--- src/rtl/axis_receiver_pkg.sv ---
// Shared widths, node constants and RX ingress FSM encoding for the axis_receiver slice.
package axis_receiver_pkg;

    localparam int DATAW          = 16;
    localparam int FIFO_DEPTH     = 8;
    localparam int AXIS_DESTW     = 2;
    localparam int AXIS_USERW     = 2;
    localparam int AXIS_IDW       = 2;
    localparam int AXIS_STRBW     = 4;
    localparam int AXIS_KEEPW     = 4;
    localparam int AXIS_MAX_DATAW = 32;

    localparam logic [AXIS_DESTW-1:0] NODE_ADDR_DEFAULT    = 2'b00;
    localparam logic [AXIS_USERW-1:0] EXPECTED_SRC_DEFAULT = 2'b11;

    typedef enum logic [0:0] {
        RX_IDLE = 1'b0,
        RX_RECV = 1'b1
    } rx_state_t;

    // Statistics counters stick at all-ones instead of wrapping.
    function automatic logic [15:0] sat_inc16(input logic [15:0] value);
        logic [15:0] result;
        if (value == 16'hFFFF) begin
            result = value;
        end else begin
            result = value + 16'd1;
        end
        return result;
    endfunction

endpackage

--- src/rtl/axis_rx_fifo.sv ---
// Show-ahead FIFO: head entry is always presented on data_out; full/empty are registered.
module axis_rx_fifo #(
    parameter int DATA_WIDTH = 17,
    parameter int DEPTH      = 8
) (
    input  logic                  clk,
    input  logic                  rst,
    input  logic                  push,
    input  logic [DATA_WIDTH-1:0] data_in,
    input  logic                  pop,
    output logic [DATA_WIDTH-1:0] data_out,
    output logic                  full,
    output logic                  empty
);

    localparam int AW = $clog2(DEPTH);
    localparam int CW = AW + 1;
    localparam logic [AW-1:0] PTR_ONE   = AW'(1);
    localparam logic [CW-1:0] CNT_ONE   = CW'(1);
    localparam logic [CW-1:0] CNT_ZERO  = CW'(0);
    localparam logic [CW-1:0] CNT_DEPTH = CW'(DEPTH);

    logic [DATA_WIDTH-1:0] mem_r [DEPTH];
    logic [AW-1:0]         wr_ptr_r;
    logic [AW-1:0]         rd_ptr_r;
    logic [CW-1:0]         count_r;
    logic [CW-1:0]         count_s;
    logic                  full_r;
    logic                  empty_r;
    logic                  push_ok_s;
    logic                  pop_ok_s;

    assign push_ok_s = push & ~full_r;
    assign pop_ok_s  = pop & ~empty_r;

    // Next occupancy; a simultaneous push and pop leaves it unchanged.
    always_comb begin
        count_s = count_r;
        case ({push_ok_s, pop_ok_s})
            2'b10:   count_s = count_r + CNT_ONE;
            2'b01:   count_s = count_r - CNT_ONE;
            default: count_s = count_r;
        endcase
    end

    // Pointers, occupancy and registered status flags.
    always_ff @(posedge clk or posedge rst) begin
        if (rst) begin
            wr_ptr_r <= '0;
            rd_ptr_r <= '0;
            count_r  <= CNT_ZERO;
            full_r   <= 1'b0;
            empty_r  <= 1'b1;
        end else begin
            if (push_ok_s) begin
                wr_ptr_r <= wr_ptr_r + PTR_ONE;
            end
            if (pop_ok_s) begin
                rd_ptr_r <= rd_ptr_r + PTR_ONE;
            end
            count_r <= count_s;
            full_r  <= (count_s == CNT_DEPTH);
            empty_r <= (count_s == CNT_ZERO);
        end
    end

    // Storage array; contents need no reset since empty masks the head.
    always_ff @(posedge clk) begin
        if (push_ok_s) begin
            mem_r[wr_ptr_r] <= data_in;
        end
    end

    assign data_out = empty_r ? '0 : mem_r[rd_ptr_r];
    assign full     = full_r;
    assign empty    = empty_r;

endmodule

--- src/rtl/axis_receiver.sv ---
// NoC AXI-Stream receive endpoint: address filter, show-ahead buffer, packet/drop statistics.
// Optional source filter enabled by defining SRC_FILTER_EN.
module axis_receiver
    import axis_receiver_pkg::*;
#(
    parameter int                     DATA_WIDTH   = DATAW,
    parameter int                     DEPTH        = FIFO_DEPTH,
    parameter logic [AXIS_DESTW-1:0]  NODE_ADDR    = NODE_ADDR_DEFAULT,
    parameter logic [AXIS_USERW-1:0]  EXPECTED_SRC = EXPECTED_SRC_DEFAULT
) (
    input  logic                      clk,
    input  logic                      rst,
    input  logic                      axis_receiver_interface_tvalid,
    output logic                      axis_receiver_interface_tready,
    input  logic                      axis_receiver_interface_tlast,
    input  logic [AXIS_DESTW-1:0]     axis_receiver_interface_tdest,
    input  logic [AXIS_USERW-1:0]     axis_receiver_interface_tuser,
    input  logic [AXIS_IDW-1:0]       axis_receiver_interface_tid,
    input  logic [AXIS_STRBW-1:0]     axis_receiver_interface_tstrb,
    input  logic [AXIS_KEEPW-1:0]     axis_receiver_interface_tkeep,
    input  logic [AXIS_MAX_DATAW-1:0] axis_receiver_interface_tdata,
    output logic [DATA_WIDTH-1:0]     rx_tdata,
    output logic                      rx_tlast,
    output logic                      rx_valid,
    input  logic                      rx_ready,
    output logic                      in_packet,
    output logic [15:0]               packet_count,
    output logic [15:0]               drop_count
);

    logic [DATA_WIDTH:0] fifo_out_s;
    logic                fifo_full_s;
    logic                fifo_empty_s;
    logic                accept_s;
    logic                match_s;
    logic                store_s;
    logic                drop_s;
    logic                pop_s;
    rx_state_t           state_r;
    logic [15:0]         packet_count_r;
    logic [15:0]         drop_count_r;
    logic                unused_s;

    assign unused_s = ^{axis_receiver_interface_tid,
                        axis_receiver_interface_tstrb,
                        axis_receiver_interface_tkeep,
                        axis_receiver_interface_tuser,
                        axis_receiver_interface_tdata[AXIS_MAX_DATAW-1:DATA_WIDTH]};

    // Ready is forced low during reset so nothing is accepted while the buffer clears.
    assign axis_receiver_interface_tready = ~fifo_full_s & ~rst;
    assign accept_s = axis_receiver_interface_tvalid & axis_receiver_interface_tready;

`ifdef SRC_FILTER_EN
    assign match_s = (axis_receiver_interface_tdest == NODE_ADDR) &&
                     (axis_receiver_interface_tuser == EXPECTED_SRC);
`else
    assign match_s = (axis_receiver_interface_tdest == NODE_ADDR);
`endif

    assign store_s = accept_s & match_s;
    assign drop_s  = accept_s & ~match_s;
    assign pop_s   = rx_valid & rx_ready;

    axis_rx_fifo #(
        .DATA_WIDTH (DATA_WIDTH + 1),
        .DEPTH      (DEPTH)
    ) u_fifo (
        .clk      (clk),
        .rst      (rst),
        .push     (store_s),
        .data_in  ({axis_receiver_interface_tlast,
                    axis_receiver_interface_tdata[DATA_WIDTH-1:0]}),
        .pop      (pop_s),
        .data_out (fifo_out_s),
        .full     (fifo_full_s),
        .empty    (fifo_empty_s)
    );

    assign rx_valid = ~fifo_empty_s;
    assign rx_tdata = fifo_out_s[DATA_WIDTH-1:0];
    assign rx_tlast = fifo_out_s[DATA_WIDTH];

    // Ingress FSM follows stored flits only; dropped flits never move it.
    always_ff @(posedge clk or posedge rst) begin
        if (rst) begin
            state_r <= RX_IDLE;
        end else if (store_s) begin
            case (state_r)
                RX_IDLE: state_r <= axis_receiver_interface_tlast ? RX_IDLE : RX_RECV;
                RX_RECV: state_r <= axis_receiver_interface_tlast ? RX_IDLE : RX_RECV;
                default: state_r <= RX_IDLE;
            endcase
        end else begin
            state_r <= state_r;
        end
    end

    assign in_packet = (state_r == RX_RECV);

    // Saturating delivery and drop statistics.
    always_ff @(posedge clk or posedge rst) begin
        if (rst) begin
            packet_count_r <= 16'd0;
            drop_count_r   <= 16'd0;
        end else begin
            if (pop_s && rx_tlast) begin
                packet_count_r <= sat_inc16(packet_count_r);
            end
            if (drop_s) begin
                drop_count_r <= sat_inc16(drop_count_r);
            end
        end
    end

    assign packet_count = packet_count_r;
    assign drop_count   = drop_count_r;

endmodule

--- config.mk ---
export PLATFORM = sky130hd
export DESIGN_NAME = axis_receiver
export DESIGN_NICKNAME = d
export VERILOG_FILES = /design/src/rtl/axis_receiver_pkg.sv /design/src/rtl/axis_rx_fifo.sv /design/src/rtl/axis_receiver.sv
export SDC_FILE = /design/constraint.sdc
export NUM_CORES = 1
export LEC_CHECK = 0
export CAP_MARGIN = 30
export CORE_MARGIN = 3
export CORE_UTILIZATION = 57
export CTS_BUF_LIST = sky130_fd_sc_hd__clkbuf_2 sky130_fd_sc_hd__clkbuf_4 sky130_fd_sc_hd__clkbuf_8
export DETAILED_ROUTE_END_ITERATION = 10
export PLACE_DENSITY = 0.83
export SYNTH_ARGS = -nofsm -noshare
export SYNTH_HDL_FRONTEND = slang
export SYNTH_SLANG_ARGS = --single-unit
--- constraint.sdc ---
create_clock -name clk -period 3.7 [get_ports clk]
set_clock_uncertainty 0.05 [all_clocks]
set_input_delay 0.74 -clock clk [delete_from_list [all_inputs] [get_ports clk]]
set_output_delay 0.74 -clock clk [all_outputs]
set_load 0.03 [all_outputs]
==> flow_summary.yaml, run 1 <==
run_status:
  run_status: "completed"
critical_path:
  path_buf_inv: 2
  critPathArrivalTime_ps: 2680
  reg2reg_to: "u_fifo.empty$_DFF_PP1_"
  crit_fanout: 24
  crit_required_ps: 2910
  critPathMaxStageDelay_ps: 620
  cp_cell_sequence: "buf_4, mux4_2, mux2i_1, nor2_1, clkdlybuf4s50_1"
  end_kind: "primary output"
  crit_type: "flip-flop to primary output"
  r2r_slack_ps: 830
  critical-path-top-delay-family: "buffers and inverters"
  rr_startpoint: "u_fifo.full$_DFF_PP0_"
  crit_slowest_cell: "clkdlybuf4s50_1"
  start_kind: "flip-flop"
  r2r_cells: 10
routing:
  wl_mm: 14.1
  avgViaCountPerCell: 5.70
  via_count: 4111
  ant_nets: 0
  drc_errors: 0
  drt-initial-drc-count: 270
  dr.pass1.iters: 4
  routedWlPerCell_um: 19.6
layout:
  synthToLayoutAreaGrowth_pct: 19.0
  nFillCells: 816
  final_net_count: 595
  num_antenna_cells: 0
  fin_util_pct: 70.1
  layout-drive-gt1-share_pct: 20.9
synth:
  synth-simple-area-share_pct: 9.35
  yosys.cell_count.top_type: "edfxtp_1"
  synthCells: 434
  synthArstFlopShare_pct: 24.9
  synthTopCellsByArea: "edfxtp_1 54%, dfrtp_1 15%, mux4_2 9.6%, xor2_1 2.6%, mux2i_1 2.5%"
  netlist_area_um2: 7520
  yosysUniqueCellTypes: 49
  avgSynthCellArea_um2: 17.3
  syn-num-nets: 492
  netlist.area_leader.share_pct: 54.3
  ys.flop_type: "edfxtp_1"
  synth_xor_area_share_pct: 4.19
  synth_edf_count: 136
  synth_top_family_by_area: "multiplexers"
  synth_compound_area_share_pct: 1.21
  synth_common_cells: "136 x edfxtp_1, 44 x dfrtp_1, 32 x mux4_2, 31 x nor2_1"
  synthMuxAreaShare_pct: 13.4
  synth-seq-area-share_pct: 69.3
  synth_fa_ha_area_share_pct: 1.16
  yosys.area.top_type: "edfxtp_1"
  yosys_warnings: 0
  synth-seq-cells: 181
placement:
  hpwl_mm: 9.48
  portBuffers: 74
  gp_congestion: 0.847
floorplanning:
  die_h_um: 121
  initial_core_util_pct: 58.9
  rows: 41
  io-pin-count: 103
  die_w_um: 121
  dieArea_um2: 14600
  core_um2: 12800
sta:
  hold_viol: 0
  setup-violations-final: 0
  fmax_ghz: 0.288
  tightest_slew_ps: 815
  rsz0062_at_grt: "no"
  finalWorstPathRequiredPeriod_ps: 3470
  fin_tns_setup_ps: 0
  maxSlewHeadroom_pct: 45.3
  period_share_pct: 93.9
  slew_viol_final: 0
clock_network:
  cts_num_sinks: 181
  ctsLongestPathBuffers: 2
  h-tree-depth: 4
  cts_hold_buf: 0
  post_cts_resized: 0
  cts_setup_buffers: 0
  clockRootBuffer: "clkbuf_8"
  cts_tree: "yes"
  worst_skew_pair.late_latency_ps: 450
  cts.clk_slew.worst_paths_ps: 90
  cts-buffers-inserted: 17
global_route:
  grt_max_degree: 25
  grt_pass1_vias: 4413
  grt_antenna_before_repair: 0
  grt_usage_pct: 21.1
  overflow: 0
  grt_pass1_wl_mm: 23.2
min_path:
  min_to: "packet_count[11]$_DFFE_PP0P_"
  hold_class: "flip-flop to flip-flop"
  hold_depth: 1
  hold_path_startpoint: "packet_count[11]$_DFFE_PP0P_"
pwr:
  p_leak_nw: 3.22
  power_density_nw_per_um2: 691
  ir_worst_vdd_mv: 0.320
flow_run:
  maxCapViolCount: 0
[power breakdown]
part / internal [mW] / leakage, nW / total [mW] / switching (mW)
registers: 2.35 / 1.80 / 2.59 / 0.233
clock network: 0.471 / 0.165 / 1.11 / 0.638
logic: 1.14 / 1.26 / 2.49 / 1.36
total: 3.96 / 3.22 / 6.19 / 2.23
[through the flow]
stage	setup slack [ps]	total power [mW]	instance area [um2]	cells	hold WS, ps
6_report	226	6.19	8950	721	453
3_3_place_gp	158	5.07	8630	690	431
5_1_grt	29.0	6.52	8950	721	463
4_1_cts	143	6.25	8950	721	453
3_5_place_dp	23.1	5.15	8630	690	446
2_1_floorplan	353	4.27	7530	434	433
[per-layer routing]
layer  GRT usage [%]  up-vias  share of wire, %
li1                -     1874                 -
met1            27.8     2093                41
met2            34.8      124                52
met3            4.48       20               5.1
met4            7.93        0               1.8
met5               0        -                 0
[flip-flops by register name, indices dropped and copies added (netlist names)]
register and count:
u_fifo.mem_r 136, drop_count 16, packet_count 16, u_fifo.count_r 4
u_fifo.rd_ptr_r 3, u_fifo.wr_ptr_r 3, in_packet 1, u_fifo.empty 1
u_fifo.full 1
[cell usage in the layout (no fill, tap or decap), types with 2 or more instances in the layout]
cell and n:
and4_1 2, nor4_4 3, ha_1 7, mux2i_1 19, dfrtp_1 43, clkbuf_8 17
mux4_2 32, nor4_1 4, edfxtp_1 136, mux2_2 6, xor2_1 22, clkdlybuf4s50_1 74
clkbuf_4 3, o21ai_0 3, inv_1 7, nor4_2 4, nor3_1 7, clkinv_2 4
nand2_1 22, clkinv_1 5, nor3_2 4, nand4_1 7, nor3b_1 2, buf_4 25
nor2_1 31, nor2b_1 3, nand3b_1 2, a21oi_1 2, clkinvlp_4 2, nand3_1 12
xnor2_1 14, and3_1 2, nor4bb_1 2, clkinv_4 2
[cell families (layout without fill, tap and decap cells)]
family | Yosys count | count (layout)
AOI/OAI and AO/OA | 9 | 9
xor gates and xnor gates | 36 | 36
adders and majority gates | 7 | 7
buffers and inverters | 24 | 139
DFF | 181 | 181
muxes | 59 | 59
and+or+nand+nor | 118 | 118
[cell type report]
class / instances / area [um2] / area share (%)
Clock buffer: 20 / 256 / 2.87
Clock inverter: 11 / 63.8 / 0.713
Timing Repair Buffer: 99 / 928 / 10.4
Multi-Input combinational cell: 229 / 2240 / 25.0
Tap cell: 172 / 215 / 2.40
Inverter: 9 / 33.8 / 0.377
Sequential cell: 181 / 5210 / 58.2
[how the worst max path moves through the flow]
stage	from	end	slack [ps]	cells past startpoint
4_1_cts	u_fifo.rd_ptr_r[0]$_DFFE_PP0P_	rx_tdata[7]	140	5
3_3_place_gp	rst	u_fifo.empty$_DFF_PP1_	160	11
2_1_floorplan	rst	u_fifo.mem_r[6][0]$_DFFE_PP_	350	4
5_1_grt	u_fifo.rd_ptr_r[0]$_DFFE_PP0P_	rx_tdata[14]	30	5
3_5_place_dp	rst	u_fifo.empty$_DFF_PP1_	20	11
6_report	u_fifo.rd_ptr_r[0]$_DFFE_PP0P_	rx_tdata[14]	230	5
(Power assumes the default switching activity.)
==> run 2, diff against run 1 <==
Clock period 3.7 ns to 3.8 ns, I/O delays scaled along.
==> run 2 against run 1 <==
  * Hold slack improved by 6.8 ps
  * Clock power is 14% higher
  * Critical endpoint is now rx_tdata[12]
  * Non-clock buffer count shrank 2
  * Total power rose by 0.29%
  * Clock-buffer cell count shrank 1
  * Flip-flop and latch count stayed put
  * Largest cell class unchanged
  * Critical path type unchanged
  * Highest routed layer unchanged
  * Via count decreased by 1.4%
  * Combinational power is 3% lower
  * Core utilization is 0.42 points higher
  * Wire length increased by 0.55%
  * Global-route usage is 0.28 points lower
==> flow_summary.yaml, run 2 (synthesis results as in run 1) <==
floorplanning:
  core_um2: 12800
  dieArea_um2: 14600
  io-pin-count: 103
  die_w_um: 121
  rows: 41
  die_h_um: 121
  initial_core_util_pct: 58.9
layout:
  num_antenna_cells: 0
  synthToLayoutAreaGrowth_pct: 19.7
  layout_commonest_cell: "edfxtp_1"
  final_net_count: 593
  final_cell_count_no_fill: 718
  layout-drive-gt1-share_pct: 20.5
  final_cell_mix: "136 x edfxtp_1, 74 x clkdlybuf4s50_1, 43 x dfrtp_1, 32 x mux4_2, 31 x nor2_1"
  regMostFlops: "u_fifo.mem_r"
  largest_register_ffs: 136
clock_network:
  clockRootBuffer: "clkbuf_8"
  cts_hold_buf: 0
  ctsLongestPathBuffers: 2
  worst_skew_pair.late_latency_ps: 440
  h-tree-depth: 4
  cts.clk_slew.worst_paths_ps: 90
  cts-buffers-inserted: 17
  cts_setup_buffers: 0
  cts_num_sinks: 181
  cts_tree: "yes"
  post_cts_resized: 0
global_route:
  grt_usage_pct: 20.8
  grt_max_degree: 39
  grt_pass1_wl_mm: 22.9
  grt_antenna_before_repair: 0
  overflow: 0
  grt_pass1_vias: 4352
routing:
  drc_errors: 0
  routedWlPerCell_um: 19.8
  ant_nets: 0
  dr.pass1.iters: 5
  avgViaCountPerCell: 5.65
  drt-initial-drc-count: 234
  wl_mm: 14.2
  via_count: 4055
sta:
  finalWorstPathRequiredPeriod_ps: 3390
  period_share_pct: 89.1
  maxSlewHeadroom_pct: 42.8
  hold_viol: 0
  slew_viol_final: 0
  rsz0062_at_grt: "no"
  tightest_slew_ps: 852
  setup-violations-final: 0
  fmax_ghz: 0.295
  fin_tns_setup_ps: 0
critical_path:
  critPathArrivalTime_ps: 2580
  critPathMaxStageDelay_ps: 630
  start_kind: "flip-flop"
  cp_cell_sequence: "buf_12, mux4_2, mux2i_1, nor2_1, clkdlybuf4s50_1"
  crit_type: "flip-flop to primary output"
  crit_slowest_cell: "clkdlybuf4s50_1"
  crit_required_ps: 2990
  r2r_slack_ps: 940
  crit_fanout: 38
  end_kind: "primary output"
pwr:
  power_density_nw_per_um2: 689
  ir_worst_vdd_mv: 0.390
  p_leak_nw: 3.24
flow_run:
  maxCapViolCount: 0
placement:
  portBuffers: 74
  gp_congestion: 0.799
  hpwl_mm: 9.23
  placed_cells: 688
run_status:
  run_status: "completed"
min_path:
  hold_class: "flip-flop to flip-flop"
-- run 2: path summary, 6_finish.rpt --
check                                               startpoint                        end  depth (start not counted)
max in group asynchronous                                  rst     u_fifo.empty$_DFF_PP1_                          3
worst max-delay path            u_fifo.rd_ptr_r[0]$_DFFE_PP0P_               rx_tdata[12]                          5
min in group asynchronous                                  rst  drop_count[1]$_DFFE_PP0P_                          2
worst min-delay path                 drop_count[5]$_DFFE_PP0P_  drop_count[5]$_DFFE_PP0P_                          1
worst max register to register           u_fifo.full$_DFF_PP0_      u_fifo.full$_DFF_PP0_                         11
worst min register to register       drop_count[5]$_DFFE_PP0P_  drop_count[5]$_DFFE_PP0P_                          1
-- run 2: final cells by class --
class                      count  area (um2)
clock buffer                  19         249
clock inverter                11         136
fill                         770        3770
inverter                       9        33.8
multi-input combinational    229        2230
sequential                   181        5210
tap                          172         215
timing repair buffer          97         926
-- run 2: where the power goes --
group | internal, mW | total, mW | switching (mW)
clock network | 0.648 | 1.26 | 0.615
logic | 1.11 | 2.42 | 1.30
registers | 2.29 | 2.53 | 0.238
total | 4.05 | 6.21 | 2.15
-- run 2: worst max-delay path, delay by kind of cell, from the launching register on --
kind,cells,cell delay [ps]
buffers and inverters,2,900
muxes,2,750
DFF,1,380
and+or+nand+nor,1,60
-- run 2: metrics by stage --
step / area, um2 / utilization (%) / total power [mW] / hold WS, ps / setup slack [ps]
after floorplan: 7520 / - / 4.16 / 433 / 5.44
after global placement: 8620 / 67.5 / 4.93 / 416 / 214
after detailed placement: 8620 / 67.5 / 5.01 / 443 / 85.5
after CTS: 9010 / 70.5 / 6.27 / 464 / 372
after global routing: 9010 / 70.5 / 6.51 / 477 / 282
final: 9010 / 70.5 / 6.21 / 460 / 413
-- run 2: per-layer routing --
metal	up-vias	global-route usage (%)	share of wire, %
met3	17	4.90	6.1
met5	-	0	0
met4	0	8.00	1.4
met1	2042	26.3	40
li1	1869	-	-
met2	127	35.2	53
